--- src/rtl/mezclador_pkg.sv ---
// Shared definitions for the audio mixer: voice count, track weight,
// volume range and the voice popcount helper.
package mezclador_pkg;

  localparam int NUM_NOTAS  = 12;
  localparam int PESO_PISTA = 2;
  localparam int VOL_MAX    = 15;
  localparam int SUMA_W     = 4;
  localparam int VOL_W      = 4;
  localparam int NIVEL_W    = 8;

  // Decoded volume request for one clock
  typedef enum logic [1:0] {
    VOL_MANTENER = 2'b00,
    VOL_SUBIR    = 2'b01,
    VOL_BAJAR    = 2'b10
  } vol_cmd_e;

  // Number of note waves currently high
  function automatic logic [SUMA_W-1:0] contar_notas(input logic [NUM_NOTAS-1:0] notas);
    logic [SUMA_W-1:0] total;
    total = '0;
    for (int i = 0; i < NUM_NOTAS; i++) begin
      total = total + SUMA_W'(notas[i]);
    end
    return total;
  endfunction

endpackage

--- src/rtl/modulador_pwm.sv ---
// PWM frame generator: free-running frame counter, registered compare
// against the duty level, and the frame-start tick.
// The compare uses next-cycle counter and level so that the registered
// output in the cycle with cnt=k equals (k < level of that frame).
module modulador_pwm
  import mezclador_pkg::*;
#(
  parameter int PWM_BITS = 8
) (
  input  logic                clk,
  input  logic                rst,
  input  logic [NIVEL_W-1:0]  i_nivel_next,
  output logic [PWM_BITS-1:0] o_cnt,
  output logic                o_pwm,
  output logic                o_tick
);

  localparam int CMP_W = (PWM_BITS > NIVEL_W) ? PWM_BITS : NIVEL_W;

  logic [PWM_BITS-1:0] r_cnt;
  logic [PWM_BITS-1:0] w_cnt_next;
  logic [CMP_W-1:0]    w_cmp_cnt;
  logic [CMP_W-1:0]    w_cmp_nivel;
  logic                r_pwm;
  logic                r_tick;

  assign w_cnt_next  = r_cnt + PWM_BITS'(1);
  assign w_cmp_cnt   = CMP_W'(w_cnt_next);
  assign w_cmp_nivel = CMP_W'(i_nivel_next);

  // Frame counter, registered duty compare and frame-start pulse
  always_ff @(posedge clk or posedge rst) begin
    if (rst) begin
      r_cnt  <= '0;
      r_pwm  <= 1'b0;
      r_tick <= 1'b0;
    end else begin
      r_cnt  <= w_cnt_next;
      r_pwm  <= (w_cmp_cnt < w_cmp_nivel);
      r_tick <= (r_cnt == '1);
    end
  end

  assign o_cnt  = r_cnt;
  assign o_pwm  = r_pwm;
  assign o_tick = r_tick;

endmodule

--- src/rtl/mezclador_audio.sv ---
// Audio mixer: captures the twelve note waves (and optionally the track
// wave) once per PWM frame, counts active voices, scales by a 4-bit user
// volume and drives a single glitch-free PWM line.
// Optional feature: define MEZCLADOR_PISTA_EN to mix the track wave in
// with weight PESO_PISTA; otherwise the pista input is ignored.
module mezclador_audio
  import mezclador_pkg::*;
#(
  parameter int PWM_BITS    = 8,
  parameter int VOL_DEFAULT = 8
) (
  input  logic                 clk,
  input  logic                 rst,
  input  logic [NUM_NOTAS-1:0] onda,
  input  logic                 pista,
  input  logic                 vol_up,
  input  logic                 vol_down,
  input  logic                 mute,
  output logic                 audio_pwm,
  output logic [NIVEL_W-1:0]   nivel,
  output logic [VOL_W-1:0]     volumen,
  output logic                 sample_tick
);

`ifdef MEZCLADOR_PISTA_EN
  localparam bit PISTA_EN = 1'b1;
`else
  localparam bit PISTA_EN = 1'b0;
`endif

  // Saturating volume step; simultaneous up/down arrives as VOL_MANTENER
  function automatic logic [VOL_W-1:0] ajustar_vol(input logic [VOL_W-1:0] vol,
                                                   input vol_cmd_e          cmd);
    logic [VOL_W-1:0] res;
    res = vol;
    case (cmd)
      VOL_SUBIR: if (vol != VOL_W'(VOL_MAX)) res = vol + VOL_W'(1);
      VOL_BAJAR: if (vol != '0)              res = vol - VOL_W'(1);
      default:   res = vol;
    endcase
    return res;
  endfunction

  logic [PWM_BITS-1:0]  w_cnt;
  logic                 w_captura;
  logic                 w_carga;
  logic [NUM_NOTAS-1:0] r_cap_onda_p0;
  logic                 r_cap_pista_p0;
  logic [SUMA_W-1:0]    w_peso;
  logic [SUMA_W-1:0]    w_suma;
  logic [NIVEL_W-1:0]   w_producto;
  logic [NIVEL_W-1:0]   w_nivel_next;
  logic [NIVEL_W-1:0]   r_nivel_p1;
  logic [VOL_W-1:0]     r_vol;
  vol_cmd_e             w_cmd;

  assign w_captura = (w_cnt == {{(PWM_BITS-1){1'b1}}, 1'b0});
  assign w_carga   = (w_cnt == '1);

  // Decode the volume buttons into one request per clock
  always_comb begin
    w_cmd = VOL_MANTENER;
    case ({vol_down, vol_up})
      2'b01:   w_cmd = VOL_SUBIR;
      2'b10:   w_cmd = VOL_BAJAR;
      default: w_cmd = VOL_MANTENER;
    endcase
  end

  // Volume register, updated the clock after a button pulse
  always_ff @(posedge clk or posedge rst) begin
    if (rst) begin
      r_vol <= VOL_W'(VOL_DEFAULT);
    end else begin
      r_vol <= ajustar_vol(r_vol, w_cmd);
    end
  end

  // ---- stage p0: snapshot voices two clocks before the frame boundary ----
  // Capture voice inputs at cnt = 2^PWM_BITS-2
  always_ff @(posedge clk or posedge rst) begin
    if (rst) begin
      r_cap_onda_p0  <= '0;
      r_cap_pista_p0 <= 1'b0;
    end else if (w_captura) begin
      r_cap_onda_p0  <= onda;
      r_cap_pista_p0 <= pista & PISTA_EN;
    end
  end

  assign w_peso       = (PISTA_EN && r_cap_pista_p0) ? SUMA_W'(PESO_PISTA) : '0;
  assign w_suma       = contar_notas(r_cap_onda_p0) + w_peso;
  // Max 14 x 15 = 210, fits in 8 bits without saturation
  assign w_producto   = NIVEL_W'(w_suma) * NIVEL_W'(r_vol);
  assign w_nivel_next = w_carga ? (mute ? '0 : w_producto) : r_nivel_p1;

  // ---- stage p1: frame level, only changes at the frame boundary ----
  // Load the new duty level on the last cycle of the frame
  always_ff @(posedge clk or posedge rst) begin
    if (rst) begin
      r_nivel_p1 <= '0;
    end else begin
      r_nivel_p1 <= w_nivel_next;
    end
  end

  modulador_pwm #(
    .PWM_BITS (PWM_BITS)
  ) u_modulador (
    .clk          (clk),
    .rst          (rst),
    .i_nivel_next (w_nivel_next),
    .o_cnt        (w_cnt),
    .o_pwm        (audio_pwm),
    .o_tick       (sample_tick)
  );

  assign nivel   = r_nivel_p1;
  assign volumen = r_vol;

endmodule

--- config.mk ---
export PLATFORM = sky130hd
export DESIGN_NAME = mezclador_audio
export DESIGN_NICKNAME = d
export VERILOG_FILES = /design/src/rtl/mezclador_pkg.sv /design/src/rtl/modulador_pwm.sv /design/src/rtl/mezclador_audio.sv
export SDC_FILE = /design/constraint.sdc
export NUM_CORES = 1
export LEC_CHECK = 0
export CAP_MARGIN = 20
export CORE_ASPECT_RATIO = 1.4
export CORE_UTILIZATION = 45
export DETAILED_ROUTE_END_ITERATION = 10
export GPL_ROUTABILITY_DRIVEN = 1
export GPL_TIMING_DRIVEN = 0
export PLACE_DENSITY = 0.71
export SLEW_MARGIN = 20
export SYNTH_ARGS = -nofsm -noshare
export SYNTH_HDL_FRONTEND = slang
export SYNTH_SLANG_ARGS = --single-unit
--- constraint.sdc ---
create_clock -name clk -period 18.3 [get_ports clk]
set_clock_uncertainty 0.2 [all_clocks]
set_input_delay 3.66 -clock clk [delete_from_list [all_inputs] [get_ports clk]]
set_output_delay 3.66 -clock clk [all_outputs]
set_load 0.005 [all_outputs]
==> flow_metrics.tcl <==
set metrics [dict create \
    die-area_um2 5630 \
    wl_per_cell_um 12.4 \
    grt_pass1_vias 1795 \
    min_period_ps 6810 \
    synth_area_per_cell_um2 10.0 \
    whs_ps 306 \
    fill_cells 477 \
    vias 1742 \
    clk_latency_ps 280 \
    die_y_um 88.4 \
    netlist_instances 239 \
    grt_overflow 0 \
    worstSetupStartpointType "flip-flop" \
    ys.warnings.count 0 \
    total_leakage_power_nw 1.43 \
    cts-hold-fix-buffers 0 \
    routabilityCongestion 0.798 \
    pwr_density_cell_nw_per_um2 101 \
    ys_seq_area_frac 0.355 \
    dp_cells 335 \
    antenna_found_initial 0 \
    finalPower_uw 290 \
    ys_types 38 \
    clock_sinks 34 \
    endpoint_kind "flip-flop" \
    preCtsSetupSlack_ps 11520 \
    synthesis.area_um2 2400 \
    grt_pass1_wl_mm 7.48 \
    crit_arrival_ps 6770 \
    post_dp_cell_area_um2 2780 \
    rr_startpoint "r_cap_onda_p0[1]" \
    cts_tree "done" \
    hp-start "nivel[6]" \
    syn_nets 298 \
    globalRouteTotalUtil 0.168 \
    relSlewSlack 0.543 \
    critPathLaunch "r_cap_onda_p0[1]" \
    worst_pin_slew_ps 684 \
    cts_resized 0 \
    rsz0062_at_grt "false" \
    outcome "completed" \
    period_share 0.372 \
    worstPathMaxFanout 4 \
    setup_tns_ps 0 \
    drtIter0Drc 55 \
    wl_mm 4.26 \
    cap_violations 0 \
    rows 31 \
    grt_max_degree 35 \
    setup_viol 0 \
    multiInputGateArea_um2 1390 \
    stdcell_count 343 \
    start_util 0.465 \
    cp.required_ps 18260 \
    drc 0 \
    numCtsBuffers 5 \
    root_buffer "clkbuf_8" \
    antenna_cells 0 \
    cts.reportedPaths.clkPinSlew_ps 70 \
    seqCellArea_um2 852 \
    design_area_um2 2880 \
    area_growth_pct 19.9 \
    hold_path_class "flip-flop to flip-flop" \
    nets 335 \
    synth-seq-cells 34 \
    pin_count 32 \
    clockBufferDepth 2 \
    fmax_mhz 147 \
    firstDrtPassIters 4 \
    die_w_um 63.7 \
    hpwl_mm 3.46 \
    portBuffers 30 \
    drive_gt1_frac 0.0686 \
    viasPerCell 5.08 \
    postLayoutSetupSlackWorst_ps 11490 \
    cts_setup_buffers 0 \
    hold_viol_final 0 \
    coreArea_um2 5160 \
    critical_path_class "flip-flop to flip-flop" \
    final_util 0.557 \
    htreeDepth 2 \
    drv_slew 0 \
    final_antenna_net_count 0 \
    max-vdd-ir-drop_mv 0.0589 \
]
cells in the mapped netlist (all sizes together):
library cell   n  area share
mux2i          2      0.0084
buf            3       0.011
nand2         24       0.038
o31ai          3      0.0094
o21a           4       0.013
o31a           3       0.011
xor2           6       0.022
o21ai         16       0.033
nand4          2      0.0078
inv           32       0.050
o41a           1      0.0047
or2            1      0.0026
nand3          9       0.019
nor4b          1      0.0037
nor2           5      0.0078
and3           4       0.010
nand3b         1      0.0031
xnor2          5       0.018
a21oi          8       0.017
nor3           2      0.0042
mux2           2      0.0094
dfrtp         33        0.34
nor2b          5       0.013
a21o           3      0.0094
a2111oi        1      0.0063
dfstp          1       0.011
o41ai          1      0.0068
fa            12        0.10
a31oi          1      0.0026
and2          10       0.026
nand4b         2      0.0073
o311a          1      0.0042
nand2b         2      0.0052
o21ba          1      0.0042
clkbuf         3      0.0047
ha            29        0.15
worst max-delay path, cell delays in order (launching register included):
cell and delay, ps:
dfrtp_1 360, inv_1 100, fa_1 450, fa_1 530, fa_1 430, fa_1 500, inv_1 40, ha_1 200
fa_1 380, xor2_1 270, nand2_1 110, fa_1 490, inv_1 50, fa_1 550, inv_1 60, fa_1 420
nor2b_1 160, o21a_1 150, nor3_1 70, o41a_1 380, ha_1 300, nand4_1 120, o311a_1 360
power breakdown:
part           internal [mW]  switching, mW  total, mW
clock network         0.0302         0.0274     0.0576
logic                 0.0685         0.0728      0.141
registers             0.0806         0.0102     0.0908
layout make-up:
class | count | share of cell area
Buffer | 6 | 0.0135
Clock buffer | 6 | 0.0287
Clock inverter | 2 | 0.00435
Inverter | 32 | 0.0418
Multi-Input combinational cell | 167 | 0.482
Sequential cell | 34 | 0.296
Tap cell | 66 | 0.0287
Timing Repair Buffer | 30 | 0.104
cells by family (layout without fill, tap and decap cells):
family          Yosys count  in the layout  share of synthesized area
xor+xnor                 11             11                     0.0402
mux                       4              4                     0.0177
buf+inv                  38             76                     0.0663
flops                    34             34                      0.355
fa+ha+maj                41             41                      0.252
simple gates             68             68                      0.148
compound gates           43             43                      0.121
per-layer routing:
layer / up-vias / share of wire / global-route usage
li1: 872 / - / -
met2: 20 / 0.54 / 0.320
met4: 0 / 0.015 / 0.0579
met1: 845 / 0.43 / 0.192
met3: 5 / 0.023 / 0.0206
met5: - / 0 / 0
worst paths after layout:
| kind | endpoint | slack [ps] | cells after the start |
|---|---|---|---|
| setup / recovery | u_modulador.o_pwm | 11490 | 22 |
| hold / removal | nivel[6] | 310 | 2 |
| setup reg to reg | u_modulador.o_pwm | 11490 | 22 |
| hold reg to reg | nivel[6] | 310 | 2 |
| max in group asynchronous | nivel[4] | 13850 | 2 |
| min in group asynchronous | r_cap_onda_p0[1] | 3600 | 2 |
placed cells by master (no fill, tap or decap), types with 2 or more instances in the layout:
| master | count |
|---|---|
| a21oi_1 | 8 |
| fa_1 | 12 |
| inv_1 | 31 |
| clkbuf_8 | 6 |
| nand2b_1 | 2 |
| mux2i_1 | 2 |
| and2_1 | 10 |
| a21o_1 | 3 |
| o31a_1 | 3 |
| o21a_1 | 4 |
| nor3_1 | 2 |
| o21ai_0 | 16 |
| nor2_1 | 5 |
| clkdlybuf4s50_1 | 30 |
| and3_1 | 4 |
| nand3_1 | 9 |
| xor2_1 | 6 |
| xnor2_1 | 5 |
| dfrtp_1 | 33 |
| nand2_1 | 24 |
| nor2b_1 | 5 |
| buf_6 | 2 |
| o31ai_1 | 3 |
| clkbuf_1 | 3 |
| nand4b_1 | 2 |
| ha_1 | 29 |
| mux2_2 | 2 |
sequential cells by signal, indices dropped and copies added, names as in the netlist:
signal,cells
volumen,4
nivel,8
u_modulador.o_cnt,8
r_cap_onda_p0,12
u_modulador.o_pwm,1
u_modulador.o_tick,1
(Power assumes the default switching activity.)
